`config.mk`:
```
export PLATFORM = sky130hd
export DESIGN_NAME = multi_channel_prescaled_counter
export DESIGN_NICKNAME = d
export VERILOG_FILES = /design/src/rtl/multi_channel_prescaled_counter.sv
export SDC_FILE = /design/constraint.sdc
export NUM_CORES = 1
export LEC_CHECK = 0
export CORE_ASPECT_RATIO = 2
export CORE_UTILIZATION = 55
export DETAILED_ROUTE_END_ITERATION = 6
export GPL_TIMING_DRIVEN = 1
export PLACE_DENSITY = 0.82
export RECOVER_POWER = 25
export SLEW_MARGIN = 30
export SYNTH_ARGS = -nofsm -noshare
export SYNTH_HDL_FRONTEND = slang
export SYNTH_SLANG_ARGS = --single-unit
```
`constraint.sdc`:
```
create_clock -name Clk -period 3.2 [get_ports Clk]
set_input_delay 0.48 -clock Clk [delete_from_list [all_inputs] [get_ports Clk]]
set_output_delay 0.48 -clock Clk [all_outputs]
set_load 0.01 [all_outputs]
```
`src/rtl/multi_channel_prescaled_counter.sv`:
```
// Bank of N_CH independent prescaled event counters sharing one event strobe.
// Each channel has a programmable divider, a wrap/saturate mode, a sticky overflow flag and a clear.
module mcpc_channel #(
   parameter int CNT_W   = 64,
   parameter int PRE_W   = 8,
   parameter int DEF_DIV = 0,
   parameter int DEF_SAT = 0
) (
   input  logic             Clk,
   input  logic             Reset,
   input  logic             clr,
   input  logic             cfg_we,
   input  logic [PRE_W-1:0] cfg_div,
   input  logic             cfg_sat,
   input  logic             ev,
   output logic [CNT_W-1:0] count,
   output logic             ovf
);
   logic [PRE_W-1:0] pre;
   logic [PRE_W-1:0] div;
   logic             sat;

   // Priority chain: clear beats config, config beats event; the loser is dropped entirely.
   always_ff @(posedge Clk) begin
      if (Reset) begin
         count <= '0;
         ovf   <= 1'b0;
         pre   <= '0;
         div   <= PRE_W'(DEF_DIV);
         sat   <= 1'(DEF_SAT);
      end else if (clr) begin
         count <= '0;
         ovf   <= 1'b0;
         pre   <= '0;
      end else if (cfg_we) begin
         div <= cfg_div;
         sat <= cfg_sat;
         pre <= '0;
      end else if (ev) begin
         if (pre == div) begin
            pre <= '0;
            if (count != {CNT_W{1'b1}}) begin
               count <= count + CNT_W'(1);
            end else begin
               ovf <= 1'b1;
               if (!sat) count <= '0;
            end
         end else begin
            pre <= pre + PRE_W'(1);
         end
      end
   end
endmodule

module multi_channel_prescaled_counter #(
   parameter int N_CH    = 4,
   parameter int SEL_W   = 2,
   parameter int CNT_W   = 64,
   parameter int PRE_W   = 8,
   parameter int DEF_DIV = 0,
   parameter int DEF_SAT = 0
) (
   input  logic                  Clk,
   input  logic                  Reset,
   input  logic                  En,
   input  logic [SEL_W-1:0]      Sel,
   input  logic                  Cfg_We,
   input  logic [SEL_W-1:0]      Cfg_Ch,
   input  logic [PRE_W-1:0]      Cfg_Div,
   input  logic                  Cfg_Sat,
   input  logic [N_CH-1:0]       Clr,
   output logic [N_CH*CNT_W-1:0] Count,
   output logic [N_CH-1:0]       Ovf
);
   logic [N_CH-1:0][CNT_W-1:0] cnt;

   // Out-of-range Sel/Cfg_Ch match no channel, so they fall through with no effect.
   for (genvar k = 0; k < N_CH; k++) begin : g_ch
      mcpc_channel #(
         .CNT_W  (CNT_W),
         .PRE_W  (PRE_W),
         .DEF_DIV(DEF_DIV),
         .DEF_SAT(DEF_SAT)
      ) u_ch (
         .Clk    (Clk),
         .Reset  (Reset),
         .clr    (Clr[k]),
         .cfg_we (Cfg_We && (Cfg_Ch == SEL_W'(k))),
         .cfg_div(Cfg_Div),
         .cfg_sat(Cfg_Sat),
         .ev     (En && (Sel == SEL_W'(k))),
         .count  (cnt[k]),
         .ovf    (Ovf[k])
      );
   end

   assign Count = cnt;
endmodule

```
Word level (Yosys, flattened, before mapping):

Cells that the tools add are included.

* input bits: 21
* bits in registers: 328
* output and inout port bits: 260
* word-level logic and storage cells: 100

* eq/ne operators: 18
* bitwise gates (word level): 12
* add/sub/neg operators: 8
* reduce and logical (&&, ||, !) cells: 30
* multiplexer cells: 12

Operators by type and width (number)
* 2-to-1 mux 64 bit: 8
* adder 64 x 1 -> 64 bit, second input constant: 4
* != test 64 bit, second input constant: 4
* adder 8 x 1 -> 8 bit, second input constant: 4
* == test 8 bit: 4
* 2-to-1 mux 8 bit: 4
* AND reduction 4 bit: 8
* inverter 1 bit: 12
* OR reduction 3 bit: 4
* == test 2 bit, second input constant: 4
* logical AND 1 bit: 8
* != test 2 bit, second input constant: 4
* AND reduction 2 bit: 4
* OR reduction 2 bit: 4
* == test 2 x 1 -> 1 bit, second input constant: 2
* zero test 2 bit: 2

Longest topological paths before layout:

* depth after elaboration: 4
* depth in mapped cells: 10
* depth with buffers taken out: 7

Hierarchy:

Synthesis repeated with hierarchy kept, for this count alone.

* cell total of the unflattened synthesis: 2160
* area, all modules: 17271.6 sq um

Modules (own cells, without submodules)
* mcpc_channel: seq. area each 1641.6 sq um, cells each 538, area each 4299.1 sq um, times used 4
* multi_channel_prescaled_counter: seq. area each 0.0 sq um, cells each 8, area each 75.1 sq um, times used 1

Worst setup path after synthesis:

Ideal clock, no wire load.

* path type: flip-flop to flip-flop
* start point: register g_ch[1].u_ch.count[0]
* end point: register g_ch[1].u_ch.count[57]
* setup slack: 566 ps
* arrival time: 2519 ps
* cell stages (with the launch flop): 9
* required time: 3085 ps
* cells stage by stage: dfxtp_1 ha_1 nand3_1 nor4_2 nand4_1 or4_1 nand2_1 buf_2 o21ba_2

* longest elaborated chain between the ends: 3
* elaborated cells between the ends (all ways): 5
* classes of those cells: add/sub (1); eq/ne (2); mux (1); reduce/logical (1)

Ends and longest elaborated chain
* from (decl): line 16 `output logic [CNT_W-1:0] count,`
* from (signal assigned): line 43 `count <= count + CNT_W'(1);`
* parallel branches: the longest is 3 deep, another holds adder 64 x 1 -> 64 bit

Several ways; the timed one is not identified.
A chain may end at the register's enable or synchronous reset.

Worst setup path in the final report:

* start point: input Reset
* end point: register g_ch[1].u_ch.count[57]

* longest elaborated chain between the ends: 1

Ends and longest elaborated chain
* from (decl): line 64 `input logic Reset,`
* OR reduction 2 bit (no source line)

No other way between the ends.

==> results.md <==
- Via density: 6.56
- Min cycle time layout: 3.02 ns
- Worst Skew: 0.0130 ns
- Die area: about 33000 um2
- Max-slew headroom: approximately 28%
- Mapped Nets: between 2000 and 2500
- Post-CTS setup repair buffer count: 0
- PwrDens: roughly 380 nW/um2
- Residual DRC: 0
- Period Utilization, post-route: 94.5%
- CTS tree: yes
- Tot Pwr: between 8000 and 9000 uW
- Antenna violations before repair: 3
- Most common cell on crit path: clkbuf_1
- Core area: 31400 um2
- Worst hold slack: 0.472 ns
- Layout Nets: roughly 2500
- Buffers on Ports: 280
- DRT iter0 DRCs: 1515
- Final ANT Viol Nets: 0
- Gr usage total: 36.0%
- Library cells used by synthesis: 84
- Sequential fraction of the synthesis area: a little under two fifths
- Clock root buffer master: clkbuf_16
- WL per Instance: 20.4 um
- Clock Latency Late Sink: approximately 0.6 ns
- FILL cells: between 2000 and 3000
- Fin util: between 70 and 80%
- Post-cts resize count: 0
- Worst Max-Slew Pin Slew: 1.08 ns
- Ys async rst share: 0%
- Ys flop type: dfxtp_1
- Gr ovfl total: 0
- DRT Pass-1 Iters: 7
- Post-Layout Cell Count: 2961
- CP required: 3.69 ns
- Finish-stage setup viols: 0
- P_int: 6660 uW
- Layout cell share with drive strength beyond 1: 9.66%
- Number of max-cap violations: 0
- Die Wd: 128 um
- Global-route wire length before repair: 94.8 mm
- Sequential Power Share: 47.7%
- Clock share of power: 48.3%
- Dpl cells: 2904
- Clk slew on worst S/H paths: approximately 0.070 ns
- CP startpoint kind: input pin
- Number of synthesized flops with an enable pin: 0
- CP Data Arrival Time: 3.51 ns
- DR vias: 19400
- CTS Buffer Depth: 3
- Vias in the first global route: 19000
- Synth Area per Inst: 8.01 um2
- Post-synthesis cell count: 2193
- Synth Register Bits: 328
- TritonCTS buffer count: 30
- Peak VDD IR: 477 uV
- Comb power frac: 4.0%
- Crit-path slowest cell: clkbuf_1
- Sink Count: 328
- Maximum clock frequency: 331 MHz
- IO Pins: 281
- Outcome: completed
- H-tree depth: 1
- Drt total wl: about 60 mm
- RSZ-0062 raised after global routing: no
- Syn. warnings: 0
- Switching power: 1950 uW
- Worst path cell trace: clkdlybuf4s50_1 > clkbuf_1 > clkbuf_1 > nor2_1 > nand2_1 > buf_12 > o21ba_2
- Largest net degree at the start of global routing: 52
- DPL Wire Length: 44.4 mm
- Hold Path Class: flop to flop
- CP peak stage delay: 0.87 ns
- Row cnt: between 90 and 100
- # hold bufs at CTS: 0
- LEAKAGE: 0.00707 uW
- Chip height: 255 um
- Final Hold Violating Endpoints: 0
- Slew Limit Fails: 0
- Setup TNS: 0 ns
- P&R area growth vs syn: 28.0%
- Sw Ratio: 22.6%
- CP max FO: 44
- Routability cong.: approximately 0.97
- Mapped Area: roughly 18000 um2
- Starting Density: between 50% and 60%
- Setup CP Type: input pin to flop
- Crit. End Element: flop
## state kept, by name, summed over array words and instances, names as in the netlist
signal and count:
g_ch.u_ch.pre 32, g_ch.u_ch.count 256, g_ch.u_ch.div 32, g_ch.u_ch.sat 4, g_ch.u_ch.ovf 4
## Yosys cell counts, types with 39 or more instances
| master | n | area (um2) |
|---|---|---|
| xnor2_1 | 64 | 561 |
| and4_1 | 44 | 385 |
| o31ai_1 | 45 | 338 |
| nand2_1 | 238 | 893 |
| nor3_1 | 53 | 265 |
| nor2_1 | 172 | 646 |
| dfxtp_1 | 328 | 6570 |
| nand4_1 | 116 | 726 |
| nand3_1 | 126 | 631 |
| nor4_1 | 47 | 294 |
| xor2_1 | 39 | 342 |
| or4_1 | 57 | 428 |
| or3_1 | 73 | 457 |
| a21oi_1 | 196 | 981 |
| clkbuf_1 | 76 | 285 |
| and3_1 | 54 | 338 |
| o21ai_0 | 92 | 460 |
## area by class of cell
class | instances | area [um2] | area share [%]
diodes | 2 | 5.00 | 0.0223
clock buffers | 33 | 803 | 3.57
clock inverters | 22 | 324 | 1.44
inverters | 33 | 124 | 0.551
multi-input cells | 1724 | 10400 | 46.4
flip-flops and latches | 328 | 6570 | 29.2
well taps | 423 | 529 | 2.35
repair buffers | 396 | 3690 | 16.4
## worst paths after layout
kind	startpoint	endpoint	slack, ns	depth (start not counted)
max	Reset	g_ch[1].u_ch.count[57]$_SDFFE_PP0P_	0.18	7
min	g_ch[2].u_ch.div[6]$_SDFFE_PP0P_	g_ch[2].u_ch.div[6]$_SDFFE_PP0P_	0.47	2
max reg2reg	g_ch[1].u_ch.count[0]$_SDFFE_PP0P_	g_ch[1].u_ch.count[11]$_SDFFE_PP0P_	0.23	9
min reg2reg	g_ch[2].u_ch.div[6]$_SDFFE_PP0P_	g_ch[2].u_ch.div[6]$_SDFFE_PP0P_	0.47	2
## cell usage in the layout, fill, tap and decap left out, types with 20 or more instances in the layout
cell type / count
a21oi_1: 196
a31oi_1: 31
and2_1: 20
and3_1: 54
and4_1: 44
buf_4: 108
clkbuf_16: 31
clkdlybuf4s50_1: 199
dfxtp_1: 328
dlygate4sd3_1: 81
inv_1: 33
nand2_1: 238
nand3_1: 126
nand4_1: 116
nor2_1: 172
nor3_1: 53
nor4_1: 47
o21ai_0: 92
o31ai_1: 43
or3_1: 73
or4_1: 57
xnor2_1: 64
xor2_1: 39
## power groups by stage
stage	clock, uW	sequential (uW)	combinational [uW]
global route	4360	4100	365
detailed placement	0	4200	338
CTS	4200	4100	339
finish	4160	4100	345
global placement	0	4200	330
floorplan	0	4190	186
## per-layer routing
layer | vias to the layer above | wire length [um] | global-route usage [%]
met2 | 929 | 31000 | 65.9
met1 | 9270 | 21000 | 36.5
met3 | 286 | 4420 | 6.29
met5 | - | 23 | 0
li1 | 8948 | - | -
met4 | 4 | 3880 | 25.3
## metrics by stage
| stage | instance area (um2) | setup WS [ns] |
|---|---|---|
| finish | 22500 | 0.176 |
| global route | 22500 | 0.0387 |
| floorplan | 17600 | 0.566 |
| detailed placement | 21400 | 0.0641 |
| CTS | 22500 | 0.198 |
| global placement | 21400 | 0.105 |
## critical path: cells and delay by family
family / cells / cell delay [ns]
buf+inv: 4 / 2.25
simple gates: 2 / 0.57
compound gates: 1 / 0.19
## cell families after synthesis
family | Yosys count | share of synthesized area (%)
flip-flops | 328 | 37.4
buffers and inverters | 141 | 3.41
adder cells (fa/ha/maj) | 8 | 0.570
XOR/XNOR | 103 | 5.13
multiplexers | 10 | 0.570
AND/OR/NAND/NOR | 1083 | 34.0
AO/OA/AOI/OAI | 520 | 18.9
Power figures use the tool's default switching activity.
